**src/rtl/adj_fetch_ctrl.sv**
```systemverilog
// adj_fetch_ctrl
//   Walks every interior pixel of a frame (the one-pixel border is never a
//   centre). For each centre it reads the 8 neighbours from the frame buffer,
//   forwards each returned byte to an external 8-register store, and then
//   presents the centre to a datapath until dpReady is sampled high.
//
//   Optional build macro: ADJ_FETCH_CENTER_EN
//     defined   - a 9th read fetches the centre pixel itself; the byte is
//                 captured into centerPix and is not written to the store.
//     undefined - 8 reads per centre, centerPix is tied to zero.
//
// Ports
//   clock, nReset          system clock (rising edge), async active-low reset
//   start                  one-cycle frame request, honoured only when idle
//   fbRead/fbAddr          frame-buffer read strobe and linear address y*IMG_W+x
//   fbRdData               read data, valid the cycle after fbRead
//   regAddr/regData        neighbour index / value toward the register store
//   regWrEn                cycle carries a newly read neighbour
//   matReaden, pixValid    neighbour set complete, centre offered to datapath
//   dpReady                datapath accepts the offered centre
//   centerAddr, centerPix  linear address / value of the current centre
//   busy, frameDone        frame in progress / one-cycle end-of-frame pulse
//
// State    | meaning
// IDLE     | waiting for start
// ISSUE    | one frame-buffer read per cycle, neighbour k = 0..N_RD-1
// DRAIN    | two cycles for the last read data to reach the store
// PRESENT  | centre offered, held until dpReady
// DONE     | frameDone pulse, back to IDLE

module adj_fetch_ctrl #(
  parameter int IMG_W  = 64,
  parameter int IMG_H  = 64,
  parameter int ADDR_W = 12
) (
  input  logic              clock,
  input  logic              nReset,
  input  logic              start,
  output logic              fbRead,
  output logic [ADDR_W-1:0] fbAddr,
  input  logic [7:0]        fbRdData,
  output logic [2:0]        regAddr,
  output logic [7:0]        regData,
  output logic              regWrEn,
  output logic              matReaden,
  output logic              pixValid,
  input  logic              dpReady,
  output logic [ADDR_W-1:0] centerAddr,
  output logic [7:0]        centerPix,
  output logic              busy,
  output logic              frameDone
);

`ifdef ADJ_FETCH_CENTER_EN
  localparam int N_RD = 9;
  localparam int KW   = 4;
`else
  localparam int N_RD = 8;
  localparam int KW   = 3;
`endif

  localparam int XW = $clog2(IMG_W);
  localparam int YW = $clog2(IMG_H);

  localparam logic [XW-1:0]     X_LAST = XW'(IMG_W - 2);
  localparam logic [YW-1:0]     Y_LAST = YW'(IMG_H - 2);
  localparam logic [ADDR_W-1:0] W_A    = ADDR_W'(IMG_W);
  localparam logic [ADDR_W-1:0] ONE_A  = ADDR_W'(1);
  localparam logic [KW-1:0]     K_LAST = KW'(N_RD - 1);

  typedef enum logic [2:0] {
    IDLE    = 3'd0,
    ISSUE   = 3'd1,
    DRAIN   = 3'd2,
    PRESENT = 3'd3,
    DONE    = 3'd4
  } state_t;

  state_t            state_q, state_d;
  logic [KW-1:0]     tmr_q, tmr_d;
  logic [XW-1:0]     x_q, x_d;
  logic [YW-1:0]     y_q, y_d;
  logic [ADDR_W-1:0] center_q, center_d;
  logic [KW-1:0]     k;
  logic              rd_pend_q;
  logic [KW-1:0]     rd_k_q;

  // The timer counts down through ISSUE, so the neighbour index runs upward.
  assign k = K_LAST - tmr_q;

  always_ff @(posedge clock or negedge nReset) begin
    if (!nReset) begin
      state_q  <= IDLE;
      tmr_q    <= '0;
      x_q      <= XW'(1);
      y_q      <= YW'(1);
      center_q <= '0;
    end else begin
      state_q  <= state_d;
      tmr_q    <= tmr_d;
      x_q      <= x_d;
      y_q      <= y_d;
      center_q <= center_d;
    end
  end

  always_comb begin
    state_d   = state_q;
    tmr_d     = tmr_q;
    x_d       = x_q;
    y_d       = y_q;
    center_d  = center_q;
    fbRead    = 1'b0;
    fbAddr    = '0;
    matReaden = 1'b0;
    pixValid  = 1'b0;
    busy      = 1'b0;
    frameDone = 1'b0;

    case (state_q)
      IDLE: begin
        if (start) begin
          state_d  = ISSUE;
          tmr_d    = K_LAST;
          x_d      = XW'(1);
          y_d      = YW'(1);
          center_d = W_A + ONE_A;
        end
      end

      ISSUE: begin
        busy   = 1'b1;
        fbRead = 1'b1;
        case (k)
          KW'(0):  fbAddr = center_q - W_A - ONE_A;
          KW'(1):  fbAddr = center_q - W_A;
          KW'(2):  fbAddr = center_q - W_A + ONE_A;
          KW'(3):  fbAddr = center_q + ONE_A;
          KW'(4):  fbAddr = center_q + W_A + ONE_A;
          KW'(5):  fbAddr = center_q + W_A;
          KW'(6):  fbAddr = center_q + W_A - ONE_A;
          KW'(7):  fbAddr = center_q - ONE_A;
          default: fbAddr = center_q;
        endcase
        if (tmr_q == '0) begin
          state_d = DRAIN;
          tmr_d   = KW'(1);
        end else begin
          tmr_d = tmr_q - KW'(1);
        end
      end

      DRAIN: begin
        busy = 1'b1;
        if (tmr_q == '0) state_d = PRESENT;
        else             tmr_d   = tmr_q - KW'(1);
      end

      PRESENT: begin
        busy      = 1'b1;
        matReaden = 1'b1;
        pixValid  = 1'b1;
        if (dpReady) begin
          if (x_q == X_LAST && y_q == Y_LAST) begin
            state_d = DONE;
          end else begin
            state_d = ISSUE;
            tmr_d   = K_LAST;
            if (x_q == X_LAST) begin
              // Last interior pixel of the row to first interior pixel of
              // the next row skips the two border pixels in between.
              x_d      = XW'(1);
              y_d      = y_q + YW'(1);
              center_d = center_q + ADDR_W'(3);
            end else begin
              x_d      = x_q + XW'(1);
              center_d = center_q + ONE_A;
            end
          end
        end
      end

      DONE: begin
        frameDone = 1'b1;
        state_d   = IDLE;
      end

      default: state_d = IDLE;
    endcase
  end

  assign centerAddr = center_q;

  // Read return pipeline: remember which k was read so the byte arriving the
  // next cycle can be registered toward the store one cycle later.
  always_ff @(posedge clock or negedge nReset) begin
    if (!nReset) begin
      rd_pend_q <= 1'b0;
      rd_k_q    <= '0;
    end else begin
      rd_pend_q <= fbRead;
      rd_k_q    <= k;
    end
  end

`ifdef ADJ_FETCH_CENTER_EN
  logic [7:0] center_pix_q;

  always_ff @(posedge clock or negedge nReset) begin
    if (!nReset) begin
      regWrEn      <= 1'b0;
      regAddr      <= '0;
      regData      <= '0;
      center_pix_q <= '0;
    end else if (rd_pend_q && rd_k_q == K_LAST) begin
      regWrEn      <= 1'b0;
      center_pix_q <= fbRdData;
    end else if (rd_pend_q) begin
      regWrEn <= 1'b1;
      regAddr <= rd_k_q[2:0];
      regData <= fbRdData;
    end else begin
      regWrEn <= 1'b0;
    end
  end

  assign centerPix = center_pix_q;
`else
  always_ff @(posedge clock or negedge nReset) begin
    if (!nReset) begin
      regWrEn <= 1'b0;
      regAddr <= '0;
      regData <= '0;
    end else if (rd_pend_q) begin
      regWrEn <= 1'b1;
      regAddr <= rd_k_q;
      regData <= fbRdData;
    end else begin
      regWrEn <= 1'b0;
    end
  end

  assign centerPix = 8'd0;
`endif

endmodule
```
**config.mk**
```make
export PLATFORM = sky130hd
export DESIGN_NAME = adj_fetch_ctrl
export DESIGN_NICKNAME = d
export VERILOG_FILES = /design/src/rtl/adj_fetch_ctrl.sv
export SDC_FILE = /design/constraint.sdc
export NUM_CORES = 1
export LEC_CHECK = 0
export ABC_CLOCK_PERIOD_IN_PS = 4800
export CORE_ASPECT_RATIO = 0.6
export CORE_UTILIZATION = 52
export DETAILED_ROUTE_END_ITERATION = 10
export GPL_TIMING_DRIVEN = 1
export PLACE_DENSITY = 0.78
export REMOVE_ABC_BUFFERS = 1
export SLEW_MARGIN = 20
export SYNTH_ARGS = -nofsm -noshare
export SYNTH_HDL_FRONTEND = slang
export SYNTH_SLANG_ARGS = --single-unit
```
**constraint.sdc**
```tcl
create_clock -name clock -period 4.8 [get_ports clock]
set_clock_uncertainty 0.2 [all_clocks]
set_input_delay 0.96 -clock clock [delete_from_list [all_inputs] [get_ports clock]]
set_output_delay 0.96 -clock clock [all_outputs]
set_load 0.03 [all_outputs]
```
==> results of run 1 <==
per-layer routing:
layer	vias up	wire length [um]	GRT usage, %
li1	1670	-	-
met1	1661	5090	44.2
met2	197	4190	42.3
met3	9	1140	7.17
met4	0	72	6.00
met5	-	0	0
power by group:
part | leakage [nW] | switching, W | internal (W)
registers | 0.581 | 0.000131 | 0.000500
logic | 1.16 | 0.00101 | 0.000626
clock network | 0.0836 | 0.000148 | 0.000244
total | 1.82 | 0.00129 | 0.00137
cells by family after synthesis:
family / Yosys count / share of synthesized area, %
DFF: 46 / 30.4
other: 1 / 0.0989
xor gates and xnor gates: 38 / 8.78
muxes: 15 / 4.32
AOI/OAI and AO/OA: 115 / 20.0
buffers and inverters: 55 / 7.92
adders and majority gates: 13 / 4.29
and+or+nand+nor: 172 / 24.1
metrics by stage:
stage / cells / worst slack [ns] / power (W) / cell area [sq um]
finish: 577 / 0.240 / 0.00266 / 4430
global placement: 569 / 0.607 / 0.00220 / 4260
global route: 577 / 0.0317 / 0.00283 / 4430
detailed placement: 569 / 0.553 / 0.00223 / 4260
CTS: 577 / 0.208 / 0.00264 / 4430
floorplan: 421 / 0.854 / 0.00165 / 3570
synth_stat cells (all sizes together) (7+ instances only):
cell / instances
a21oi: 26
nor3: 23
clkbuf: 11
nand2: 54
inv: 14
o21ai: 39
and3: 9
buf: 30
nand4: 11
nand3: 10
dfrtp: 44
xor2: 19
a221oi: 10
a31oi: 7
ha: 13
xnor2: 19
mux2: 11
nor2: 39
worst max-delay path, stage by stage, from the launching register on:
cell and delay [ns]:
dfrtp_1 0.52, inv_1 0.18, ha_1 0.27, nor3b_2 0.39, mux2i_1 0.15, xor2_1 0.19, nor3b_2 0.21, xnor2_1 0.13
nand2_1 0.08, a221oi_2 0.27, clkdlybuf4s50_1 0.71
layout by cell type (no fill, tap or decap), drive strengths merged, types with 2 or more instances in the layout:
master | Yosys | routed
nand2 | 54 | 54
clkdlybuf4s50 | 0 | 51
dfrtp | 44 | 44
nor2 | 39 | 39
o21ai | 39 | 39
a21oi | 26 | 26
nor3 | 23 | 23
xnor2 | 19 | 19
xor2 | 19 | 19
inv | 14 | 14
ha | 13 | 13
nand4 | 11 | 11
mux2 | 11 | 11
buf | 30 | 10
a221oi | 10 | 10
nand3 | 10 | 10
and3 | 9 | 9
conb | 1 | 8
a31oi | 7 | 7
nor2b | 6 | 6
nor3b | 6 | 6
clkbuf | 11 | 5
nand2b | 4 | 4
mux2i | 4 | 4
o211ai | 4 | 4
a22o | 3 | 3
and2 | 3 | 3
a211oi | 3 | 3
a22oi | 2 | 2
o2bb2ai | 2 | 2
o2111ai | 2 | 2
o22ai | 2 | 2
nand3b | 2 | 2
o41ai | 2 | 2
o21a | 2 | 2
clkinv | 0 | 2
dfstp | 2 | 2
cell type report:
| type | count | area, sq um |
|---|---|---|
| clock inverters | 3 | 40.0 |
| multi-input cells | 361 | 2360 |
| well taps | 87 | 109 |
| clock buffers | 5 | 125 |
| repair buffers | 61 | 586 |
| flip-flops and latches | 46 | 1150 |
| fillers | 601 | 2420 |
| inverters | 14 | 52.6 |
worst max-delay path by stage:
| stage | to | slack, ns | depth (start not counted) |
|---|---|---|---|
| CTS | fbAddr[11] | 0.21 | 10 |
| global placement | fbAddr[10] | 0.61 | 10 |
| detailed placement | fbAddr[11] | 0.55 | 10 |
| finish | fbAddr[11] | 0.24 | 10 |
| floorplan | fbAddr[9] | 0.85 | 7 |
| global route | fbAddr[11] | 0.03 | 10 |
registers in the layout, summed over array words and instances (netlist names):
| register | cells |
|---|---|
| x_q | 6 |
| rd_pend_q | 1 |
| centerAddr | 12 |
| state_q | 3 |
| regWrEn | 1 |
| regData | 8 |
| tmr_q | 3 |
| regAddr | 3 |
| rd_k_q | 3 |
| y_q | 6 |
==> results_dict.tcl, run 1 <==
set metrics [dict create \
    required_ns 3.64 \
    drtIter0Drc 376 \
    routed_wl_um 10500 \
    cts_root_buffer "clkbuf_16" \
    io_pins 61 \
    relSlewSlack_pct 50.6 \
    dieArea_sq_um 7650 \
    arrival_ns 3.40 \
    final_core_util_pct 64.7 \
    drt-pass1-iter-count 10 \
    ys_dominant_reg_cell "dfrtp_1" \
    hold_viol 0 \
    dieWidth_um 112 \
    netlist.area_leader.share_pct 29.1 \
    yosysSeqAreaShare_pct 30.4 \
    r2r_end "tmr_q[2]" \
    synth_edf_count 0 \
    tightest_slew_ns 0.741 \
    slew_viol_final 0 \
    cts_setup_buffers 0 \
    antenna_left 0 \
    grt_pass1_wl_um 17200 \
    area_delta_synth_final_pct 16.9 \
    layout.nets 514 \
    hp-class "flop to flop" \
    crit_path_start_kind "flop" \
    irDropWorstVdd_mv 0.311 \
    synthesis.area_sq_um 3790 \
    core_sq_um 6850 \
    reg2reg_depth 7 \
    wl_per_cell_um 18.2 \
    min_path_cells 1 \
    grt_util_all_layers_pct 29.4 \
    rows 23 \
    p_leak_nw 1.82 \
    clk_pin_slew_worst_paths_ns 0.06 \
    hold_path_end "regAddr[0]" \
    finalWeightedCongestion 0.974 \
    cts_buffers 5 \
    setup_tns_ns 0 \
    antenna_found_initial 0 \
    remaining_drc_errors 6 \
    dp_hpwl_um 7910 \
    status "finished, violations left" \
    ff2ff_setup_slack_ns 2.14 \
    reg2reg_from "tmr_q[0]" \
    fmax_mhz 219 \
    rsz0062_at_grt "false" \
    first_global_vias 3252 \
    post_cts_resized 0 \
    layout-drive-gt1-share_pct 11.0 \
    period_share_pct 95.0 \
    synthArstFlopShare_pct 100 \
    insertion_delay_ns 0.29 \
    htree_levels 2 \
    syn_area_per_cell_sq_um 8.33 \
    ys_types 65 \
    diodes 0 \
    cts_tree "built" \
    initial_core_util_pct 55.3 \
    clockBufferDepth 2 \
    die_height_um 68.1 \
    synth_top_cell_by_area "dfrtp_1" \
    setup_viol_count_final 0 \
    synth_warnings 0 \
    grt_max_degree 47 \
    hold_path.startpoint "rd_k_q[0]" \
    end_kind "output pin" \
    synthTopCellsByArea "dfrtp_1 29%, nand2_1 5.3%, o21ai_0 4.8%, xnor2_1 4.4%, xor2_1 4.4%" \
    crit_type "flop to output pin" \
    max_cap_violations 0 \
    cts.sinks 46 \
    cp-startpoint "centerAddr[6]" \
    violations "DRC" \
    hold_slack_ns 0.286 \
    num_vias 3537 \
    overflow 0 \
    cp_max_fo 10 \
    syn-instance-count 455 \
    numPortBuffers 52 \
    p_per_area_nw_per_um2 600 \
    cts_hold_buffers 0 \
    via_per_inst 6.13 \
    period_needed_ns 4.56 \
    ys_seq_elements 46 \
]
No activity file was read; power rests on OpenSTA's default activity.
==> run 2: changes to the inputs <==
--- a/config.mk
+++ b/config.mk
@@ -12,7 +12,7 @@
 export GPL_TIMING_DRIVEN = 1
 export PLACE_DENSITY = 0.78
 export REMOVE_ABC_BUFFERS = 1
-export SLEW_MARGIN = 20
+export SLEW_MARGIN = 40
 export SYNTH_ARGS = -nofsm -noshare
 export SYNTH_HDL_FRONTEND = slang
 export SYNTH_SLANG_ARGS = --single-unit
==> results_dict.tcl, run 2 (synthesis results as in run 1) <==
set metrics [dict create \
    drt-pass1-iter-count 10 \
    setup_viol_count_final 0 \
    reg2reg_from "tmr_q[0]" \
    via_per_inst 6.05 \
    die_height_um 68.1 \
    dieWidth_um 112 \
    path_cells "inv_1, ha_1, inv_1, nor3_1, o211ai_1, nor3b_2, xnor2_1, nand2_1, a221oi_2, clkdlybuf4s50_1" \
    finalWeightedCongestion 0.974 \
    cpMostUsedCell "inv_1" \
    rows 23 \
    swShare_pct 48.3 \
    internal-power_w 0.00137 \
    min_path_cells 1 \
    grt_pass1_wl_um 17100 \
    dp_hpwl_um 7920 \
    dieArea_sq_um 7650 \
    regArea_sq_um 1150 \
    arrival_ns 3.41 \
    core_sq_um 6850 \
    multi_input_area_sq_um 2370 \
    switching_power_w 0.00128 \
    slew_viol_final 0 \
    hold_path.startpoint "rd_k_q[0]" \
    critical_path_buf_inv_count 3 \
    period_needed_ns 4.57 \
    status "finished, violations left" \
    final_area_sq_um 4440 \
    hp-class "flop to flop" \
    final_common_cell "nand2_1" \
    end_kind "output pin" \
    ff2ff_setup_slack_ns 2.14 \
    clockBufferDepth 2 \
    layout.nets 514 \
    hold_slack_ns 0.284 \
    r2r_end "tmr_q[2]" \
    layout-drive-gt1-share_pct 11.0 \
    io_pins 61 \
    cp_max_fo 10 \
    grt_util_all_layers_pct 29.4 \
    p_comb_share_pct 61.3 \
    tightest_slew_ns 0.737 \
    irDropWorstVdd_mv 0.304 \
    fmax_mhz 219 \
    routed_wl_um 10400 \
    hold_viol 0 \
    relSlewSlack_pct 50.9 \
    cts_root_buffer "clkbuf_16" \
    rsz0062_at_grt "false" \
    cts.sinks 46 \
    antenna_found_initial 0 \
    cts_hold_buffers 0 \
    crit_path_top_delay_cell "clkdlybuf4s50_1" \
    numPortBuffers 52 \
    initial_core_util_pct 55.3 \
    required_ns 3.64 \
    cts_tree "built" \
    diodes 0 \
    crit_type "flop to output pin" \
    p_total_w 0.00265 \
    max_cap_violations 0 \
    crit_path_start_kind "flop" \
    overflow 0 \
    antenna_left 0 \
    num-fill-cells 597 \
    wl_per_cell_um 18.1 \
    remaining_drc_errors 6 \
    num_vias 3490 \
    first_global_vias 3236 \
    critical-path-max-stage-delay_ns 0.71 \
    drtIter0Drc 300 \
    placed_cell_area_sq_um 4260 \
    violations "DRC" \
    largest_register_ffs 12 \
    period_share_pct 95.2 \
    insertion_delay_ns 0.30 \
    grt_max_degree 47 \
    cts_buffers 5 \
    most-common-layout-cells "54 x nand2_1, 51 x clkdlybuf4s50_1, 44 x dfrtp_1" \
    hold_path_end "regAddr[0]" \
    reg2reg_depth 7 \
    p_per_area_nw_per_um2 597 \
    cpLargestDelayFamily "buffers and inverters" \
    clk_pin_slew_worst_paths_ns 0.06 \
    pwr-share-clk_pct 14.9 \
    setup_tns_ns 0 \
    area_delta_synth_final_pct 17.1 \
    p_seq_share_pct 23.8 \
    htree_levels 2 \
    p_leak_nw 1.82 \
]
run 2: cell counts in the layout (fill, tap and decap cells not counted):
Identical to the previous run, type by type.
run 2: worst max path at each step:
stage	cells after the start	start	end
floorplan	7	centerAddr[6]	fbAddr[9]
global placement	10	tmr_q[1]	fbAddr[10]
detailed placement	10	tmr_q[1]	fbAddr[11]
CTS	10	tmr_q[1]	fbAddr[11]
global route	10	centerAddr[6]	fbAddr[11]
finish	10	centerAddr[6]	fbAddr[11]
run 2: layer usage:
layer	wire (um)	vias to the layer above	part of all wire [%]	global-route usage [%]
li1	-	1670	-	-
met4	82	0	0.79	7.00
met1	5160	1648	49	43.8
met2	4100	162	39	42.1
met5	0	-	0	0
met3	1100	10	11	7.62
run 2: area by class of cell:
class / count / area share (%)
clock buffer: 5 / 2.82
clock inverter: 3 / 0.902
inverter: 14 / 1.18
multi-input combinational: 361 / 53.4
sequential: 46 / 26.0
tap: 87 / 2.45
timing repair buffer: 61 / 13.2
run 2: power groups by stage:
stage	combinational, W	sequential [W]	clock, W
floorplan	0.000913	0.000742	0
global placement	0.00157	0.000627	0
detailed placement	0.00160	0.000635	0
CTS	0.00161	0.000630	0.000400
global route	0.00174	0.000653	0.000417
finish	0.00163	0.000631	0.000394
run 2: timing repair:
item	in CTS	in global routing
endpoints found under the setup margin	0	3
resized for setup	0	2
setup buffers	0	0
run 2: worst register-to-register path: stages, from the launching register on:
cell       delay, ns
dfrtp_1         0.44
inv_1           0.13
ha_1            0.34
nand2_1         0.27
o21bai_1        0.14
a2111oi_4       0.63
nand2_1         0.13
a22o_1          0.26
run 2: stage by stage:
stage,util [%],std cells,setup slack [ns]
global placement,62.2,569,0.607
global route,64.8,577,0.0621
floorplan,-,421,0.854
CTS,64.7,577,0.193
finish,64.8,577,0.231
detailed placement,62.2,569,0.554
